## src/rtl/round_controller.sv

```systemverilog
// Round controller for the lander game: tracks lives, per-attempt time budget and the
// land/crash hold sequences, and requests respawns and level clears.
module round_controller #(
  parameter int unsigned LIVES      = 3,
  parameter int unsigned TIME_LIMIT = 99,
  parameter int unsigned HOLD_TICKS = 8
) (
  input  logic       Clock,
  input  logic       Reset,
  input  logic       frame_tick,
  input  logic [2:0] level,
  input  logic       landed,
  input  logic       crashed,
  input  logic       restart,
  output logic       clear,
  output logic       respawn,
  output logic [1:0] lives,
  output logic [6:0] time_left,
  output logic       game_over
);

  typedef enum logic [2:0] {
    StIdle,
    StPlay,
    StLandHold,
    StLevelWait,
    StCrashHold,
    StGameOver
  } state_e;

  localparam logic [1:0] LivesInit = 2'(LIVES);
  localparam logic [6:0] TimeInit  = 7'(TIME_LIMIT);
  localparam logic [3:0] HoldLast  = 4'(HOLD_TICKS - 1);

  state_e     state_q;
  logic [1:0] lives_q;
  logic [6:0] time_q;
  logic [3:0] hold_q;
  logic [2:0] cap_q;
  logic       clear_q, respawn_q, game_over_q;

  logic level_zero, level_play, in_round;

  assign level_zero = (level == 3'd0);
  assign level_play = !level_zero && (level <= 3'd3);
  assign in_round   = (state_q == StPlay) || (state_q == StLandHold) ||
                      (state_q == StLevelWait) || (state_q == StCrashHold);

  always_ff @(posedge Clock or negedge Reset) begin
    if (!Reset) begin
      state_q     <= StIdle;
      lives_q     <= LivesInit;
      time_q      <= TimeInit;
      hold_q      <= 4'd0;
      cap_q       <= 3'd0;
      clear_q     <= 1'b0;
      respawn_q   <= 1'b0;
      game_over_q <= 1'b0;
    end else begin
      respawn_q <= 1'b0;
      // Dropping back to the start screen overrides anything else happening in a round.
      if (in_round && level_zero) begin
        state_q <= StIdle;
        lives_q <= LivesInit;
        time_q  <= TimeInit;
        clear_q <= 1'b0;
      end else begin
        unique case (state_q)
          StIdle: begin
            lives_q     <= LivesInit;
            time_q      <= TimeInit;
            clear_q     <= 1'b0;
            game_over_q <= 1'b0;
            if (level_play) begin
              state_q   <= StPlay;
              respawn_q <= 1'b1;
            end
          end
          StPlay: begin
            if (crashed || (frame_tick && time_q == 7'd1)) begin
              state_q <= StCrashHold;
              lives_q <= (lives_q != 2'd0) ? lives_q - 2'd1 : 2'd0;
              hold_q  <= 4'd0;
            end else if (landed) begin
              state_q <= StLandHold;
              cap_q   <= level;
              hold_q  <= 4'd0;
              clear_q <= 1'b1;
            end else if (frame_tick && time_q != 7'd0) begin
              time_q <= time_q - 7'd1;
            end
          end
          StLandHold: begin
            if (frame_tick) begin
              if (hold_q == HoldLast) begin
                state_q <= StLevelWait;
                clear_q <= 1'b0;
              end else begin
                hold_q <= hold_q + 4'd1;
              end
            end
          end
          StLevelWait: begin
            if (level != cap_q) begin
              if (level_play) begin
                state_q   <= StPlay;
                time_q    <= TimeInit;
                respawn_q <= 1'b1;
              end else if (level == 3'd4) begin
                state_q <= StIdle;
                lives_q <= LivesInit;
                time_q  <= TimeInit;
              end
            end
          end
          StCrashHold: begin
            if (frame_tick) begin
              if (hold_q != HoldLast) begin
                hold_q <= hold_q + 4'd1;
              end else if (lives_q == 2'd0) begin
                state_q     <= StGameOver;
                game_over_q <= 1'b1;
              end else begin
                state_q   <= StPlay;
                time_q    <= TimeInit;
                respawn_q <= 1'b1;
              end
            end
          end
          StGameOver: begin
            if (restart) begin
              state_q     <= StIdle;
              lives_q     <= LivesInit;
              time_q      <= TimeInit;
              game_over_q <= 1'b0;
            end
          end
          default: state_q <= StIdle;
        endcase
      end
    end
  end

  assign clear     = clear_q;
  assign respawn   = respawn_q;
  assign lives     = lives_q;
  assign time_left = time_q;
  assign game_over = game_over_q;

endmodule

```

## config.mk

```make
export PLATFORM = sky130hd
export DESIGN_NAME = round_controller
export DESIGN_NICKNAME = d
export VERILOG_FILES = /design/src/rtl/round_controller.sv
export SDC_FILE = /design/constraint.sdc
export NUM_CORES = 1
export LEC_CHECK = 0
export ABC_AREA = 1
export ABC_CLOCK_PERIOD_IN_PS = 5300
export CAP_MARGIN = 40
export CORE_UTILIZATION = 45
export CTS_CLUSTER_SIZE = 24
export DETAILED_ROUTE_END_ITERATION = 16
export PLACE_DENSITY = 0.67
export SETUP_SLACK_MARGIN = 0.4
export SYNTH_ARGS = -nofsm -noshare
export SYNTH_HDL_FRONTEND = slang
export SYNTH_SLANG_ARGS = --single-unit
```

## constraint.sdc

```tcl
create_clock -name Clock -period 5.3 [get_ports Clock]
set_input_delay 0.795 -clock Clock [delete_from_list [all_inputs] [get_ports Clock]]
set_output_delay 0.795 -clock Clock [all_outputs]
set_load 0.03 [all_outputs]
```

==> results of run 1 <==
-- synthesized netlist by cell type (6+ instances only) --
library cell,number,area share (%)
nand3_1,21,6.2
nand4_1,10,3.7
nand2_1,84,18
nor2_1,15,3.3
dfstp_2,6,9.2
inv_1,23,5.1
inv_2,7,1.5
o21ai_0,9,2.6
dfrtp_1,16,23
a21oi_1,9,2.6
nand2_2,8,2.9
-- power by group --
group | leakage [uW] | internal, uW | switching, uW
registers | 0.000277 | 253 | 73.7
clock network | 0.0000228 | 53.5 | 52.1
logic | 0.000726 | 260 | 451
total | 0.00103 | 566 | 577
-- layout make-up --
cell class / count / area share (%)
clock buffer: 4 / 2.24
multi-input combinational: 193 / 50.7
sequential: 22 / 27.8
tap: 48 / 2.99
inverter: 30 / 5.60
timing repair buffer: 21 / 10.7
-- flip-flops by register name (all words and copies together) (netlist names) --
signal,count
cap_q,3
clear,1
game_over,1
hold_q,4
lives,2
respawn,1
state_q,3
time_left,7
-- layer usage --
metal  vias to the layer above  part of all wire, %  track usage, %
met3                         6                  2.6            3.99
met4                         0                  1.6            5.68
li1                        843                    -               -
met1                       733                   50            26.2
met5                         -                    0               0
met2                        33                   46            33.6
-- cells in the final DEF (no fill, tap or decap) --
cell type,netlist,final
nand2_1,84,84
inv_1,23,23
nand3_1,21,21
clkdlybuf4s50_1,0,20
dfrtp_1,16,16
nor2_1,15,15
nand4_1,10,10
a21oi_1,9,9
o21ai_0,9,9
nand2_2,8,8
inv_2,7,7
dfstp_2,6,6
o21ai_1,5,5
nand3_2,5,5
o21ai_2,5,5
nor2_4,4,4
ha_1,4,4
xor2_1,3,3
clkbuf_8,0,3
nor2_2,2,2
or2_1,2,2
o211ai_1,2,2
nand3_4,1,1
nor3_4,1,1
nand2_4,1,1
and3_1,1,1
xnor2_1,1,1
clkbuf_1,0,1
buf_8,0,1
-- cells by family (layout without fill, tap and decap cells) --
group / after synthesis / after routing / synth area share [%]
AO/OA/AOI/OAI: 30 / 30 / 10.2
AND/OR/NAND/NOR: 155 / 155 / 44.6
adder cells (fa/ha/maj): 4 / 4 / 2.93
flip-flops: 22 / 22 / 32.7
XOR/XNOR: 4 / 4 / 2.05
buffers and inverters: 32 / 55 / 7.55
-- worst max-delay path by stage --
stage / startpoint / end / slack [ns]
global route: level[1] / time_left[4] / 2.82
global placement: frame_tick / time_left[2] / 2.79
floorplan: time_left[1] / time_left[2] / 3.44
detailed placement: frame_tick / time_left[3] / 2.75
CTS: time_left[0] / time_left[0] / 2.99
finish: time_left[0] / time_left[0] / 2.99
-- metrics by stage --
stage / instance area [um2] / setup slack [ns]
finish: 2010 / 2.99
global route: 2010 / 2.82
CTS: 2010 / 2.99
detailed placement: 1970 / 2.75
global placement: 1950 / 2.79
floorplan: 1710 / 3.44
==> flow_summary.json, run 1 <==
{
  "cp.depth": 1,
  "final_util_pct": 54.9,
  "max_slew_margin_pct": 65.0,
  "layout-drive-gt1-share_pct": 16.3,
  "io_pins": 21,
  "cts_resized": 0,
  "rr_endpoint": "time_left[3]",
  "synthesis.nets": 260,
  "grt_pass1_vias": 1498,
  "setup_viol": 0,
  "worst-setup-path-type": "reg2out",
  "crit_chain": "clkdlybuf4s50_1",
  "die_h_um": 63.6,
  "finalHoldViolCount": 0,
  "grt_max_degree": 14,
  "fin_nets": 284,
  "area_growth_pct": 17.8,
  "rsz0062_at_grt": "false",
  "maxCapViolCount": 0,
  "grtUsageTotal_pct": 20.2,
  "async_flop_share_pct": 100,
  "insertion_delay_ns": 0.26,
  "synth-edff-count": 0,
  "min_to": "clear",
  "cp.buffers_inverters": 1,
  "yosysWarnings": 0,
  "antenna_found_initial": 0,
  "clock_path_buffers": 2,
  "r2r_start": "time_left[1]",
  "fmaxAchievable_mhz": 434,
  "synth.distinct_cells": 27,
  "r2r_cells": 10,
  "multi_input_area_um2": 1020,
  "coreArea_um2": 3660,
  "clkTransAtPathRegs_ns": 0.07,
  "finalCritPeriodShare_pct": 43.5,
  "dieArea_um2": 4040,
  "setup_tns_ns": 0,
  "worst_path_max_delay_cell": "clkdlybuf4s50_1",
  "fillCellCount": 362,
  "antennaDiodeCount": 0,
  "power_density_nw_per_um2": 568,
  "cts_buffers": 3,
  "fin_skew_ns": 0.00969,
  "root_buffer": "clkbuf_8",
  "hold_start": "clear",
  "wl_per_cell_um": 11.5,
  "numPortBuffers": 20,
  "critPathTopFamily": "buffers and inverters",
  "drt-total-wl_mm": 3.65,
  "synth_ff_type": "dfrtp_1",
  "drc": 0,
  "status": "complete, no violations",
  "report.final.slew_viol_count": 0,
  "globalplace.congestion": 0.911,
  "final_cell_count_no_fill": 318,
  "hold_buffers": 0,
  "vias": 1615,
  "regArea_um2": 558,
  "fp.dieW_um": 63.6,
  "post_cts_buffers": 0,
  "grt_pass1_wl_mm": 6.54,
  "regToRegSetupSlack_ns": 3.35,
  "cts_tree": "done",
  "drt_iter0_markers": 87,
  "ys_seq_elements": 22,
  "initial_core_util_pct": 46.6,
  "syn_inst": 247,
  "place_inst": 314,
  "cp.arrival_ns": 1.51,
  "hpwl_mm": 2.97,
  "ys_seq_area_share_pct": 32.7,
  "avgSynthCellArea_um2": 6.91,
  "path_max_fanout": 5,
  "critPathMaxStageDelay_ns": 0.68,
  "leakage_uw": 0.00103,
  "hold_depth": 2,
  "via_per_inst": 5.08,
  "drt-pass1-iter-count": 4,
  "irDropWorstVdd_v": 0.000290,
  "period_minus_slack_ns": 2.31,
  "finalPower_uw": 1140,
  "grt-ovfl-total": 0,
  "worst_slew_pin_slew_ns": 0.523,
  "required_ns": 4.51,
  "syn_area_um2": 1710,
  "whs_ns": 0.475,
  "cts.sinks": 22,
  "end_kind": "output port",
  "start_kind": "flip-flop",
  "hp-class": "reg2reg",
  "rows": 22,
  "drtAntennaViolNets": 0,
  "htree_levels": 1
}
Power figures use the tool's default switching activity.
==> inputs of run 2 (changes only) <==
--- a/config.mk
+++ b/config.mk
@@ -6,7 +6,7 @@
 export NUM_CORES = 1
 export LEC_CHECK = 0
 export ABC_AREA = 1
-export ABC_CLOCK_PERIOD_IN_PS = 5300
+export ABC_CLOCK_PERIOD_IN_PS = 2400
 export CAP_MARGIN = 40
 export CORE_UTILIZATION = 45
 export CTS_CLUSTER_SIZE = 24
==> constraint.sdc (replaced) <==
create_clock -name Clock -period 2.4 [get_ports Clock]
set_input_delay 0.36 -clock Clock [delete_from_list [all_inputs] [get_ports Clock]]
set_output_delay 0.36 -clock Clock [all_outputs]
set_load 0.03 [all_outputs]
==> flow_summary.json, run 2 (synthesis gave the netlist of run 1 again) <==
{
  "status": "complete, no violations",
  "wl_per_cell_um": 11.5,
  "placed_cell_area_um2": 1960,
  "htree_levels": 1,
  "largest_reg_flops": 7,
  "grt_pass1_wl_mm": 6.67,
  "worst_path_max_delay_cell": "clkdlybuf4s50_1",
  "cp.buffers_inverters": 1,
  "clkTransAtPathRegs_ns": 0.08,
  "leakage_uw": 0.00104,
  "rsz0062_at_grt": "false",
  "root_buffer": "clkbuf_8",
  "fmaxAchievable_mhz": 532,
  "required_ns": 2.04,
  "multi_input_area_um2": 1040,
  "drt-total-wl_mm": 3.69,
  "antenna_found_initial": 0,
  "drc": 0,
  "report.final.slew_viol_count": 0,
  "grt-ovfl-total": 0,
  "r2r_start": "time_left[1]",
  "finalHoldViolCount": 0,
  "fin_nets": 287,
  "insertion_delay_ns": 0.26,
  "cts_buffers": 3,
  "regToRegSetupSlack_ns": 0.59,
  "max_slew_margin_pct": 58.4,
  "cp.depth": 1,
  "cp.arrival_ns": 1.52,
  "end_kind": "output port",
  "via_per_inst": 4.99,
  "globalplace.congestion": 0.912,
  "startpoint": "time_left[0]",
  "drt-pass1-iter-count": 4,
  "grt_max_degree": 16,
  "drtAntennaViolNets": 0,
  "regArea_um2": 558,
  "r2r_cells": 10,
  "period_minus_slack_ns": 1.88,
  "numPortBuffers": 20,
  "fp.dieW_um": 63.6,
  "dieArea_um2": 4040,
  "clock_path_buffers": 2,
  "layout-drive-gt1-share_pct": 17.9,
  "maxCapViolCount": 0,
  "worst-setup-path-type": "reg2out",
  "cts_tree": "done",
  "grtUsageTotal_pct": 20.7,
  "start_kind": "flip-flop",
  "setup_viol": 0,
  "irDropWorstVdd_v": 0.000595,
  "setup_tns_ns": 0,
  "path_max_fanout": 5,
  "most-common-layout-cells": "nand2_1, inv_1, nand3_1, clkdlybuf4s50_1, dfrtp_1",
  "io_pins": 21,
  "finalCritPeriodShare_pct": 78.3,
  "coreArea_um2": 3660,
  "worst_slew_pin_slew_ns": 0.622,
  "fin_skew_ns": 0.00123,
  "crit_chain": "clkdlybuf4s50_1",
  "hp-class": "in2async",
  "finalPower_uw": 2590,
  "drt_iter0_markers": 89,
  "die_h_um": 63.6,
  "rows": 22,
  "power_density_nw_per_um2": 1260,
  "critPathTopFamily": "buffers and inverters",
  "critPathMaxStageDelay_ns": 0.68,
  "hpwl_mm": 2.89,
  "area_growth_pct": 20.3,
  "initial_core_util_pct": 46.6,
  "final_cell_area_um2": 2050,
  "fillCellCount": 344,
  "final_common_cell": "nand2_1",
  "vias": 1601,
  "grt_pass1_vias": 1490,
  "cts.sinks": 22,
  "antennaDiodeCount": 0
}
## run 2: what timing repair did
item | in CTS | in global routing
setup endpoints to repair | 0 | 7
buffers inserted | 0 | 3
gates resized for setup | 0 | 3
hold buffers | 0 | 0
## run 2: layer usage
layer	global-route usage (%)	vias to the layer above	routed length [um]	share of wire (%)
li1	-	851	-	-
met1	27.0	712	1800	49
met2	34.0	32	1720	47
met3	4.17	6	119	3.2
met4	6.25	0	55	1.5
met5	0	-	0	0
## run 2: per-stage QoR
step	instances	hold WS [ns]	worst slack [ns]	utilization [%]
2_1_floorplan	247	0.0644	0.537	-
3_3_place_gp	314	0.455	0.297	53.5
3_5_place_dp	314	0.459	0.298	53.5
4_1_cts	318	0.479	0.447	55.0
5_1_grt	321	0.517	0.438	56.1
6_report	321	0.476	0.522	56.1
## run 2: final cells by class
type,instances,area share [%]
multi-input combinational,193,50.5
tap,48,2.93
sequential,22,27.2
timing repair buffer,24,11.2
inverter,30,5.48
clock buffer,4,2.68
## run 2: power by group
part           internal (uW)  leakage, uW  total [uW]  switching, uW
clock                    146    0.0000288         266            120
combinational            595     0.000738        1600           1010
sequential               558     0.000277         723            166
total                   1300      0.00104        2590           1290
## run 2: final timing paths
check	to
worst max register to register	time_left[0]
worst max-delay path	time_left[0]
min in group Clock	clear
max in group asynchronous	cap_q[2]
worst min-delay path	cap_q[1]
worst min register to register	clear
==> inputs of run 3 (changes only) <==
--- a/config.mk
+++ b/config.mk
@@ -6,12 +6,12 @@
 export NUM_CORES = 1
 export LEC_CHECK = 0
 export ABC_AREA = 1
-export ABC_CLOCK_PERIOD_IN_PS = 2400
+export ABC_CLOCK_PERIOD_IN_PS = 1600
 export CAP_MARGIN = 40
 export CORE_UTILIZATION = 45
 export CTS_CLUSTER_SIZE = 24
 export DETAILED_ROUTE_END_ITERATION = 16
-export PLACE_DENSITY = 0.67
+export PLACE_DENSITY = 0.69
 export SETUP_SLACK_MARGIN = 0.4
 export SYNTH_ARGS = -nofsm -noshare
 export SYNTH_HDL_FRONTEND = slang
==> constraint.sdc (replaced) <==
create_clock -name Clock -period 1.6 [get_ports Clock]
set_input_delay 0.24 -clock Clock [delete_from_list [all_inputs] [get_ports Clock]]
set_output_delay 0.24 -clock Clock [all_outputs]
set_load 0.03 [all_outputs]
==> flow_summary.json, run 3 (synthesis gave the netlist of run 1 again) <==
{
  "status": "complete, but fails checks",
  "violations": "setup timing",
  "grt_use_met1_pct": 29.3,
  "grtUsageTotal_pct": 22.6,
  "fillCellCount": 307,
  "htree_levels": 1,
  "irDropWorstVdd_v": 0.000912,
  "maxCapViolCount": 0,
  "cp.buffers_inverters": 2,
  "start_kind": "flip-flop",
  "drt_iter0_markers": 104,
  "whs_ns": 0.323,
  "crit_chain": "inv_2 > ha_4 > nand2_2 > inv_2 > nand4_1 > nand2_2 > o21ai_4 > nand3_4 > nand2_2 > nand2_1",
  "required_ns": 1.77,
  "grt-ovfl-total": 0,
  "grt_pass1_wl_mm": 7.34,
  "hpwl_mm": 3.11,
  "fmaxAchievable_mhz": 583,
  "most-common-layout-cells": "nand2_1, buf_4, nand2_2, inv_1, nand3_1",
  "initial_core_util_pct": 46.6,
  "cp.arrival_ns": 1.88,
  "fin_skew_ns": 0.00136,
  "largest_reg_flops": 7,
  "numPortBuffers": 20,
  "die_h_um": 63.6,
  "use_met3_pct": 2.17,
  "cts_buffers": 3,
  "coreArea_um2": 3660,
  "regArea_um2": 562,
  "leakage_uw": 0.00130,
  "globalplace.congestion": 0.892,
  "dieArea_um2": 4040,
  "placed_cell_area_um2": 2220,
  "max_slew_margin_pct": 78.9,
  "grt_pass1_vias": 1693,
  "worst_slew_pin_slew_ns": 0.313,
  "worst_slack_ns": -0.116,
  "antennaDiodeCount": 0,
  "io_pins": 21,
  "root_buffer": "clkbuf_8",
  "drt-pass1-iter-count": 4,
  "fp.dieW_um": 63.6,
  "worst-setup-path-type": "reg2reg",
  "rsz0062_at_grt": "true",
  "clock_path_buffers": 2,
  "cts.sinks": 22,
  "insertion_delay_ns": 0.27,
  "multi_input_area_um2": 1170,
  "drt-total-wl_mm": 4.62,
  "setup_tns_ns": -0.971,
  "antenna_found_initial": 0,
  "grt_max_degree": 23,
  "vias": 1835,
  "power_density_nw_per_um2": 1870,
  "drtAntennaViolNets": 0,
  "drc": 0,
  "critPathMaxStageDelay_ns": 0.56,
  "busiest_layer": "met2",
  "hp-class": "in2async",
  "report.final.slew_viol_count": 0,
  "wl_per_cell_um": 12.8,
  "worst_path_max_delay_cell": "dfstp_2",
  "cts_tree": "done",
  "finalCritPeriodShare_pct": 107,
  "area_growth_pct": 47.9,
  "cpMostUsedCell": "nand2_2",
  "fin_nets": 326,
  "rows": 22,
  "final_common_cell": "nand2_1",
  "path_max_fanout": 7,
  "critPathTopFamily": "flip-flops",
  "clkTransAtPathRegs_ns": 0.08,
  "gr-usage-met2_pct": 40.2,
  "final_cell_area_um2": 2520,
  "layout-drive-gt1-share_pct": 44.2,
  "end_kind": "flip-flop",
  "via_per_inst": 5.10,
  "finalHoldViolCount": 0,
  "final_util_pct": 69.0,
  "setup_viol": 14,
  "period_minus_slack_ns": 1.72
}
==> run 3: final timing paths <==
check / from / to / slack [ns] / cells past startpoint
setup reg to reg: time_left[1] / time_left[4] / -0.12 / 10
hold reg to reg: clear / clear / 0.50 / 2
setup / recovery: time_left[1] / time_left[4] / -0.12 / 10
min in group Clock: level[0] / cap_q[0] / 0.40 / 4
max in group asynchronous: Reset / lives[1] / 0.99 / 2
hold / removal: Reset / cap_q[0] / 0.32 / 2
==> run 3: area by class of cell <==
class                           count  area share [%]
Timing Repair Buffer               63            22.2
Tap cell                           48            2.38
Sequential cell                    22            22.2
Multi-Input combinational cell    193            46.5
Inverter                           30            4.56
Clock buffer                        4            2.18
==> run 3: per-stage QoR <==
stage | total power, uW | cells | worst slack, ns
2_1_floorplan | 2900 | 247 | -0.157
3_3_place_gp | 3800 | 344 | -0.268
3_5_place_dp | 3820 | 344 | -0.265
4_1_cts | 4430 | 353 | -0.0571
5_1_grt | 5080 | 360 | -0.194
6_report | 4710 | 360 | -0.116
==> run 3: power by group <==
group	switching, uW	internal (uW)	total, uW
logic	1870	1360	3240
clock network	195	220	415
registers	218	843	1060
==> run 3: what timing repair did <==
item,in CTS,in global routing
endpoints found under the setup margin,34,32
resized for setup,75,41
hold buffers,0,0
setup buffers,5,7
pin swaps,11,18
==> run 3: worst reg2reg max path, delay by kind of cell, from the launching register on <==
kind	cells	cell delay, ns
AO/OA/AOI/OAI	1	0.26
flip-flops	1	0.56
AND/OR/NAND/NOR	6	0.56
buffers and inverters	2	0.09
adder cells (fa/ha/maj)	1	0.15
==> run 3: per-layer routing <==
layer	up-vias	wire, um
met1	855	2030
met2	38	2350
li1	933	-
met4	0	85
met3	9	160
met5	-	0
